<file path="src/rtl/switch_debounce.sv">
// rtl/switch_debounce.sv - switch synchroniser, debounce FSM and registered edge pulses
module switch_debounce #(
    parameter int SYNC_STAGES = 2,
    parameter int COUNT_MAX   = 4
) (
    input  logic CLK,
    input  logic RESET,
    input  logic SW_IN,
    output logic Q,
    output logic RISE,
    output logic FALL,
    output logic BUSY
);

    localparam int CW = (COUNT_MAX < 1) ? 1 : $clog2(COUNT_MAX + 1);
    localparam logic [CW-1:0] CNT_MAX = CW'(COUNT_MAX);
    localparam logic [CW-1:0] CNT_ONE = CW'(1);

    typedef enum logic [1:0] {
        ST_LOW     = 2'd0,
        ST_WAIT_HI = 2'd1,
        ST_HIGH    = 2'd2,
        ST_WAIT_LO = 2'd3
    } state_e;

    logic [SYNC_STAGES-1:0] sync_q;
    logic                   s;
    state_e                 state_q, state_d;
    logic [CW-1:0]          cnt_q, cnt_d;
    logic                   q_q, q_d;
    logic                   rise_q, rise_d;
    logic                   fall_q, fall_d;

    always_ff @(posedge CLK or posedge RESET) begin
        if (RESET) begin
            sync_q <= '0;
        end else begin
            sync_q <= {sync_q[SYNC_STAGES-2:0], SW_IN};
        end
    end

    assign s = sync_q[SYNC_STAGES-1];

    always_ff @(posedge CLK or posedge RESET) begin
        if (RESET) begin
            state_q <= ST_LOW;
            cnt_q   <= '0;
            q_q     <= 1'b0;
            rise_q  <= 1'b0;
            fall_q  <= 1'b0;
        end else begin
            state_q <= state_d;
            cnt_q   <= cnt_d;
            q_q     <= q_d;
            rise_q  <= rise_d;
            fall_q  <= fall_d;
        end
    end

    // A new level is accepted only after COUNT_MAX+1 consecutive agreeing samples.
    always_comb begin
        state_d = state_q;
        cnt_d   = cnt_q;
        q_d     = q_q;
        rise_d  = 1'b0;
        fall_d  = 1'b0;
        case (state_q)
            ST_LOW: begin
                q_d = 1'b0;
                if (s) begin
                    state_d = ST_WAIT_HI;
                    cnt_d   = CNT_ONE;
                end
            end
            ST_WAIT_HI: begin
                if (!s) begin
                    state_d = ST_LOW;
                    cnt_d   = '0;
                end else if (cnt_q == CNT_MAX) begin
                    state_d = ST_HIGH;
                    cnt_d   = '0;
                    q_d     = 1'b1;
                    rise_d  = 1'b1;
                end else begin
                    cnt_d = cnt_q + CNT_ONE;
                end
            end
            ST_HIGH: begin
                q_d = 1'b1;
                if (!s) begin
                    state_d = ST_WAIT_LO;
                    cnt_d   = CNT_ONE;
                end
            end
            ST_WAIT_LO: begin
                if (s) begin
                    state_d = ST_HIGH;
                    cnt_d   = '0;
                end else if (cnt_q == CNT_MAX) begin
                    state_d = ST_LOW;
                    cnt_d   = '0;
                    q_d     = 1'b0;
                    fall_d  = 1'b1;
                end else begin
                    cnt_d = cnt_q + CNT_ONE;
                end
            end
            default: begin
                state_d = ST_LOW;
                cnt_d   = '0;
                q_d     = 1'b0;
            end
        endcase
    end

    assign Q    = q_q;
    assign RISE = rise_q;
    assign FALL = fall_q;
    assign BUSY = (state_q == ST_WAIT_HI) || (state_q == ST_WAIT_LO);

endmodule

</file>
<file path="config.mk">
export PLATFORM = sky130hd
export DESIGN_NAME = switch_debounce
export DESIGN_NICKNAME = d
export VERILOG_FILES = /design/src/rtl/switch_debounce.sv
export SDC_FILE = /design/constraint.sdc
export NUM_CORES = 1
export LEC_CHECK = 0
export CELL_PAD_IN_SITES_DETAIL_PLACEMENT = 0
export CELL_PAD_IN_SITES_GLOBAL_PLACEMENT = 2
export CORE_UTILIZATION = 25
export CTS_BUF_LIST = sky130_fd_sc_hd__clkbuf_16
export CTS_CLUSTER_SIZE = 40
export DETAILED_ROUTE_END_ITERATION = 10
export PLACE_DENSITY_LB_ADDON = 0.1
export SYNTH_ARGS = -nofsm -noshare
export SYNTH_HDL_FRONTEND = slang
export SYNTH_SLANG_ARGS = --single-unit
</file>
<file path="constraint.sdc">
create_clock -name CLK -period 2.3 [get_ports CLK]
set_input_delay 0.575 -clock CLK [delete_from_list [all_inputs] [get_ports CLK]]
set_output_delay 0.575 -clock CLK [all_outputs]
set_load 0.005 [all_outputs]
</file>
==> results.md, run 1 <==
* Crit path max-delay cell type: dfrtp_1
* Number of synthesized register bits at 10
* Fin area at 724 um2
* Cell count after placement at 87
* Port buffer count at 6
* Period utilisation layout at 0.947
* I/O pin count at 7
* Synth warn at 0
* CP bufs+invs at 2
* Crit path from: state_q[0]
* Root buf cell: clkbuf_16
* Post-Syn Instances at 55
* Worst-case reg-to-reg path depth at 6
* Worst r2r src: state_q[0]
* Area growth syn-to-layout at 29.8%
* GRT met1 Usage at 0.128
* Fin. max-slew vios at 0
* Post-Syn Nets at 64
* Vias per inst at 4.40
* Final setup vio count at 0
* Core box area at around 0.002 mm2
* Number of fill cells at 210
* Slew HR at 0.749
* # Max-Cap Violations at 0
* DR vias at 400
* Worst slack at placement at 0.303 ns
* Total grt overflow at 0
* Slew @ Worst Pin at 0.376 ns
* Worst skew pair latency at 0.24 ns
* Mapped Avg Cell Area at 10.1 um2
* Placement Rows at 16
* Peak VDD IR at 0.472 mV
* Nets at 74
* Routed wire length at 1020 um
* CP Launch Type: flip-flop
* Synth cell types at 22
* H-tree depth at 1
* Kind of critical path: flip-flop to output port
* Initial Util at 0.276
* Most frequent cells in the layout: dfrtp_1, inv_1, clkdlybuf4s50_1, nand2_1, ha_1
* Crit-path max FO at 6
* Final Non-Filler Cells at 91
* RSZ-0062 raised after global routing: no
* Critical Path RT at between 1.5 and 2 ns
* Register area share after synthesis at 0.448
* HP Class: flip-flop to flip-flop
* Postcts setup bufs at 0
* CTS sink cnt at 10
* P_leak at 0.333 nW
* DRT antenna net count at 0
* Met2 Use GR at 0.146
* CTS max path bufs at 2
* Final Hold Fails at 0
* M3 GR Usage at 0.0312
* Fin worst setup slack at 0.122 ns
* End point of the critical path: BUSY
* Worst path top cell family by delay: buffers and inverters
* Clk slew on worst S/H paths at roughly 0.040 ns
* Share of cells above drive strength 1 at 0.156
* Starting DRT DRC Count at 5
* Status: complete, no violations
* CP max stage delay at 0.44 ns
* Overall power at 939 uW
* CTS tree: done
* GP Congestion at ~0.68
* Vias in the first global route at 393
* Pin count of the biggest net entering global routing at 11
* Ant. Diodes at 0
* CTS buffer count at 3
* Die H at 49.2 um
* Setup TNS at 0 ns
* Max Clock Skew at roughly 0.00065 ns
* Critical path depth at 4
* Die Area at 0.00243 mm2
* Max Fclk at approximately 460 MHz
* DR WL/cell at roughly 11 um
* Setup crit end kind: output port
* Antenna violations before repair at 0
* Total track usage at 0.104
* Drt drc at 0
* Placed Area at 641 um2
* R2R Path End: state_q[0]
* Commonest non-fill, non-tap cell in the layout: dfrtp_1
* Post-DP HPWL at 742 um
* Worst path cell trace: ha_1 -> nor2_2 -> inv_1 -> clkdlybuf4s50_1
* CP Data Arrival Time at 1.60 ns
* Final worst path period need at 2.18 ns
* PD cells at 1300 mW/mm2
* Most Used Layer, Global Route: met2
* Worst R2R Setup Slack at 0.66 ns
* 1st-pass router iterations at 2
* Synthesized cell area at approximately 560 um2
* First-pass GRT wire length at roughly 1800 um
* Die Width at 49.2 um
==> worst min-delay path by stage <==
stage	to	start	slack [ns]	cells past startpoint
after global placement	sync_q[1]	sync_q[0]	0.35	0
after floorplan	sync_q[1]	sync_q[0]	0.33	0
final	sync_q[1]	sync_q[0]	0.36	0
after detailed placement	sync_q[1]	sync_q[0]	0.35	0
after global routing	sync_q[1]	sync_q[0]	0.37	0
after CTS	sync_q[1]	sync_q[0]	0.35	0
==> worst reg2reg max path, delay by kind of cell (launching register included) <==
| kind | cells | cell delay (ns) |
|---|---|---|
| DFF | 1 | 0.44 |
| and+or+nand+nor | 2 | 0.42 |
| muxes | 1 | 0.21 |
| adders and majority gates | 1 | 0.20 |
| AOI/OAI and AO/OA | 1 | 0.16 |
| buffers and inverters | 1 | 0.12 |
==> final cells by class <==
cell class / count / area, um2 / area share
timing repair buffer: 6 / 60.1 / 0.0829
clock inverter: 1 / 3.75 / 0.00518
inverter: 6 / 22.5 / 0.0311
sequential: 10 / 250 / 0.345
clock buffer: 3 / 75.1 / 0.104
tap: 27 / 33.8 / 0.0466
multi-input combinational: 38 / 279 / 0.385
==> state kept, by name, indices dropped and copies added (netlist names), named ones only <==
signal	cells
sync_q	2
Q	1
RISE	1
FALL	1
cnt_q	3
state_q	1
==> cell families (layout without fill, tap and decap cells) <==
| group | after synthesis | in the layout | share of synthesized area |
|---|---|---|---|
| AND/OR/NAND/NOR | 20 | 20 | 0.182 |
| flip-flops | 10 | 10 | 0.448 |
| AO/OA/AOI/OAI | 8 | 8 | 0.0919 |
| buffers and inverters | 7 | 16 | 0.0605 |
| adder cells (fa/ha/maj) | 6 | 6 | 0.135 |
| multiplexers | 4 | 4 | 0.0830 |
==> cells in the mapped netlist <==
cell type,n,share of area
inv_1,6,0.040
o311ai_0,1,0.016
nor2_2,1,0.011
o21ai_0,3,0.027
mux2_4,1,0.027
mux2_2,1,0.020
a21oi_1,2,0.018
nor3b_1,1,0.013
nand2_1,5,0.034
or3_1,1,0.011
a22o_2,1,0.018
nand3_1,2,0.018
buf_6,1,0.020
and2b_1,1,0.013
ha_1,6,0.13
mux2i_1,2,0.036
dfrtp_1,10,0.45
nor2_1,4,0.027
and2b_2,1,0.016
a211oi_1,1,0.013
nor4_1,1,0.011
nor3_1,3,0.027
==> stage by stage <==
step	hold slack, ns	utilization
after floorplan	0.331	-
after global placement	0.351	0.317
final	0.360	0.358
after CTS	0.355	0.356
after global routing	0.368	0.358
after detailed placement	0.346	0.317
==> where the power goes <==
group / internal (mW) / switching [mW] / total [mW]
clock: 0.228 / 0.0791 / 0.307
sequential: 0.224 / 0.0442 / 0.268
combinational: 0.184 / 0.180 / 0.364
==> metal layers <==
metal / share of wire / up-vias
li1: - / 204
met1: 0.49 / 182
met2: 0.43 / 9
met3: 0.048 / 5
met4: 0.031 / 0
met5: 0 / -
==> what timing repair did <==
| item | CTS | global route |
|---|---|---|
| gates resized for setup | 0 | 2 |
| setup endpoints to repair | 0 | 1 |
| hold buffers | 0 | 0 |
No activity file was read; power rests on OpenSTA's default activity.
==> run 2, diff against run 1 <==
Settings changed: CTS_CLUSTER_SIZE 40 to 28.
==> results of run 2 <==
No change in the layout: final DEF, timing and power equal those of run 1.
==> run 3, diff against run 2 <==
Clock period 2.3 ns to 2.78 ns, I/O delays scaled along.
==> run 3 against run 2 <==
Die area stayed put. Setup slack better by 0.31 ns. Core utilization is 0.25 points lower. Count of clock-buffer cells in the layout stayed put. Cell count stayed put. Sequential cell count stayed put. Non-clock buffer count stayed put. Largest cell class unchanged.
==> results.md, run 3 (synthesis gave the netlist of run 1 again) <==
* Largest registers: cnt_q: 3 flops, sync_q: 2 flops
* Max Fclk at roughly 430 MHz
* Critical Path RT at 2.09 ns
* Slew HR at 0.748
* Fin. max-slew vios at 0
* M3 GR Usage at 0.0467
* Worst R2R Setup Slack at 1.17 ns
* HP Start: sync_q[0]
* Worst r2r src: state_q[0]
* Overall power at 766 uW
* RSZ-0062 raised after global routing: no
* Final worst path period need at 2.35 ns
* CP Data Arrival Time at around 1.7 ns
* Worst path top cell family by delay: buffers and inverters
* Setup crit end kind: output port
* Total grt overflow at 0
* Die Area at ~0.0024 mm2
* CP max stage delay at roughly 0.44 ns
* Most frequent cells in the layout: dfrtp_1, inv_1, ha_1, clkdlybuf4s50_1, nand2_1
* R2R Path End: state_q[0]
* Largest Register: cnt_q
* Commonest non-fill, non-tap cell in the layout: dfrtp_1
* Final Util at 0.356
* I/O pin count at 7
* Nets at 74
* Period utilisation layout at 0.846
* Postcts setup bufs at 0
* CTS sink cnt at 10
* Placed Area at between 600 and 700 um2
* Crit-path max FO at 6
* PD cells at 1060 mW/mm2
* Post-CTS Resized at 0
* Worst Hold End: sync_q[1]
* Kind of critical path: flip-flop to output port
* Die H at a little under 50 um
* GP Congestion at between 0.6 and 0.7
* CTS hold repair buffers at 0
* WHS at 0.346 ns
* Crit path max-delay cell type: dfrtp_1
* Setup TNS at 0 ns
* # Max-Cap Violations at 0
* Worst skew pair latency at 0.23 ns
* CP Launch Type: flip-flop
* DRT antenna net count at 0
* Max FFs per register at 3
* Initial Util at 0.276
* Root buf cell: clkbuf_16
* Vias per inst at about 4.5
* H-tree depth at 1
* Final setup vio count at 0
* Max Clock Skew at between 0.001 and 0.0015 ns
* Worst path cell trace: ha_1 -> nor2_1 -> inv_1 -> clkdlybuf4s50_1
* Met2 Use GR at 0.144
* First-pass GRT wire length at 1860 um
* P_leak at between 0.3 and 0.4 nW
* Vias in the first global route at about 420
* Antenna violations before repair at 0
* Ant. Diodes at 0
* Routed wire length at 980 um
* Status: complete, no violations
* Cell count after placement at 87
* CTS buffer count at 3
* Die Width at 49.2 um
* Post-DP HPWL at 742 um
* Starting DRT DRC Count at 1
* Area growth syn-to-layout at 28.9%
* DR vias at just over 400
* Fin worst setup slack at 0.429 ns
* Share of cells above drive strength 1 at 0.125
* Final Hold Fails at 0
* 1st-pass router iterations at 2
* Clk slew on worst S/H paths at 0.04 ns
* GRT met1 Usage at 0.140
* CTS max path bufs at 2
* Total track usage at 0.107
* HP Class: flip-flop to flip-flop
* Slew @ Worst Pin at approximately 0.38 ns
* Most Used Layer, Global Route: met2
* Worst-case reg-to-reg path depth at 6
* Peak VDD IR at 0.469 mV
* DR WL/cell at 10.8 um
* Drt drc at 0
* Fin area at approximately 700 um2
* Hold Path Cell Cnt at 0
* Port buffer count at 6
* CP bufs+invs at 2
* CTS tree: done
* Core box area at 0.00202 mm2
* Placement Rows at 16
* Final Non-Filler Cells at 91
* Pin count of the biggest net entering global routing at 11
* Worst slack at placement at ~0.67 ns
run 3: cell counts in the layout (fill, tap and decap cells not counted):
Identical to the previous run, type by type.
run 3: cell type report:
class,count,area [um2]
clock buffers,3,75.1
inverters,6,22.5
well taps,27,33.8
fillers,204,1300
repair buffers,6,60.1
multi-input cells,38,274
clock inverters,1,3.75
flip-flops and latches,10,250
run 3: worst max-delay path by stage:
| stage | start | endpoint | slack (ns) | cells past startpoint |
|---|---|---|---|---|
| 5_1_grt | state_q[0] | BUSY | 0.31 | 4 |
| 3_5_place_dp | state_q[0] | BUSY | 0.67 | 4 |
| 4_1_cts | state_q[0] | BUSY | 0.42 | 4 |
| 6_report | state_q[0] | BUSY | 0.43 | 4 |
| 3_3_place_gp | state_q[0] | BUSY | 0.66 | 4 |
| 2_1_floorplan | state_q[0] | BUSY | 1.19 | 3 |
run 3: worst reg2reg max path: cells and delay by family, from the launching register on:
family          cells  cell delay [ns]
compound gates      1             0.16
fa+ha+maj           1             0.20
buf+inv             1             0.11
flops               1             0.44
mux                 1             0.20
simple gates        2             0.42
run 3: power by group:
part / internal [mW] / switching (mW) / leakage [nW]
registers: 0.185 / 0.0353 / 0.123
clock network: 0.188 / 0.0653 / 0.0385
logic: 0.148 / 0.144 / 0.173
run 3: per-layer routing:
layer	wire, um	share of wire	vias to the layer above
li1	-	-	208
met1	490	0.50	187
met2	423	0.43	9
met3	49	0.050	5
met4	17	0.017	0
met5	0	0	-
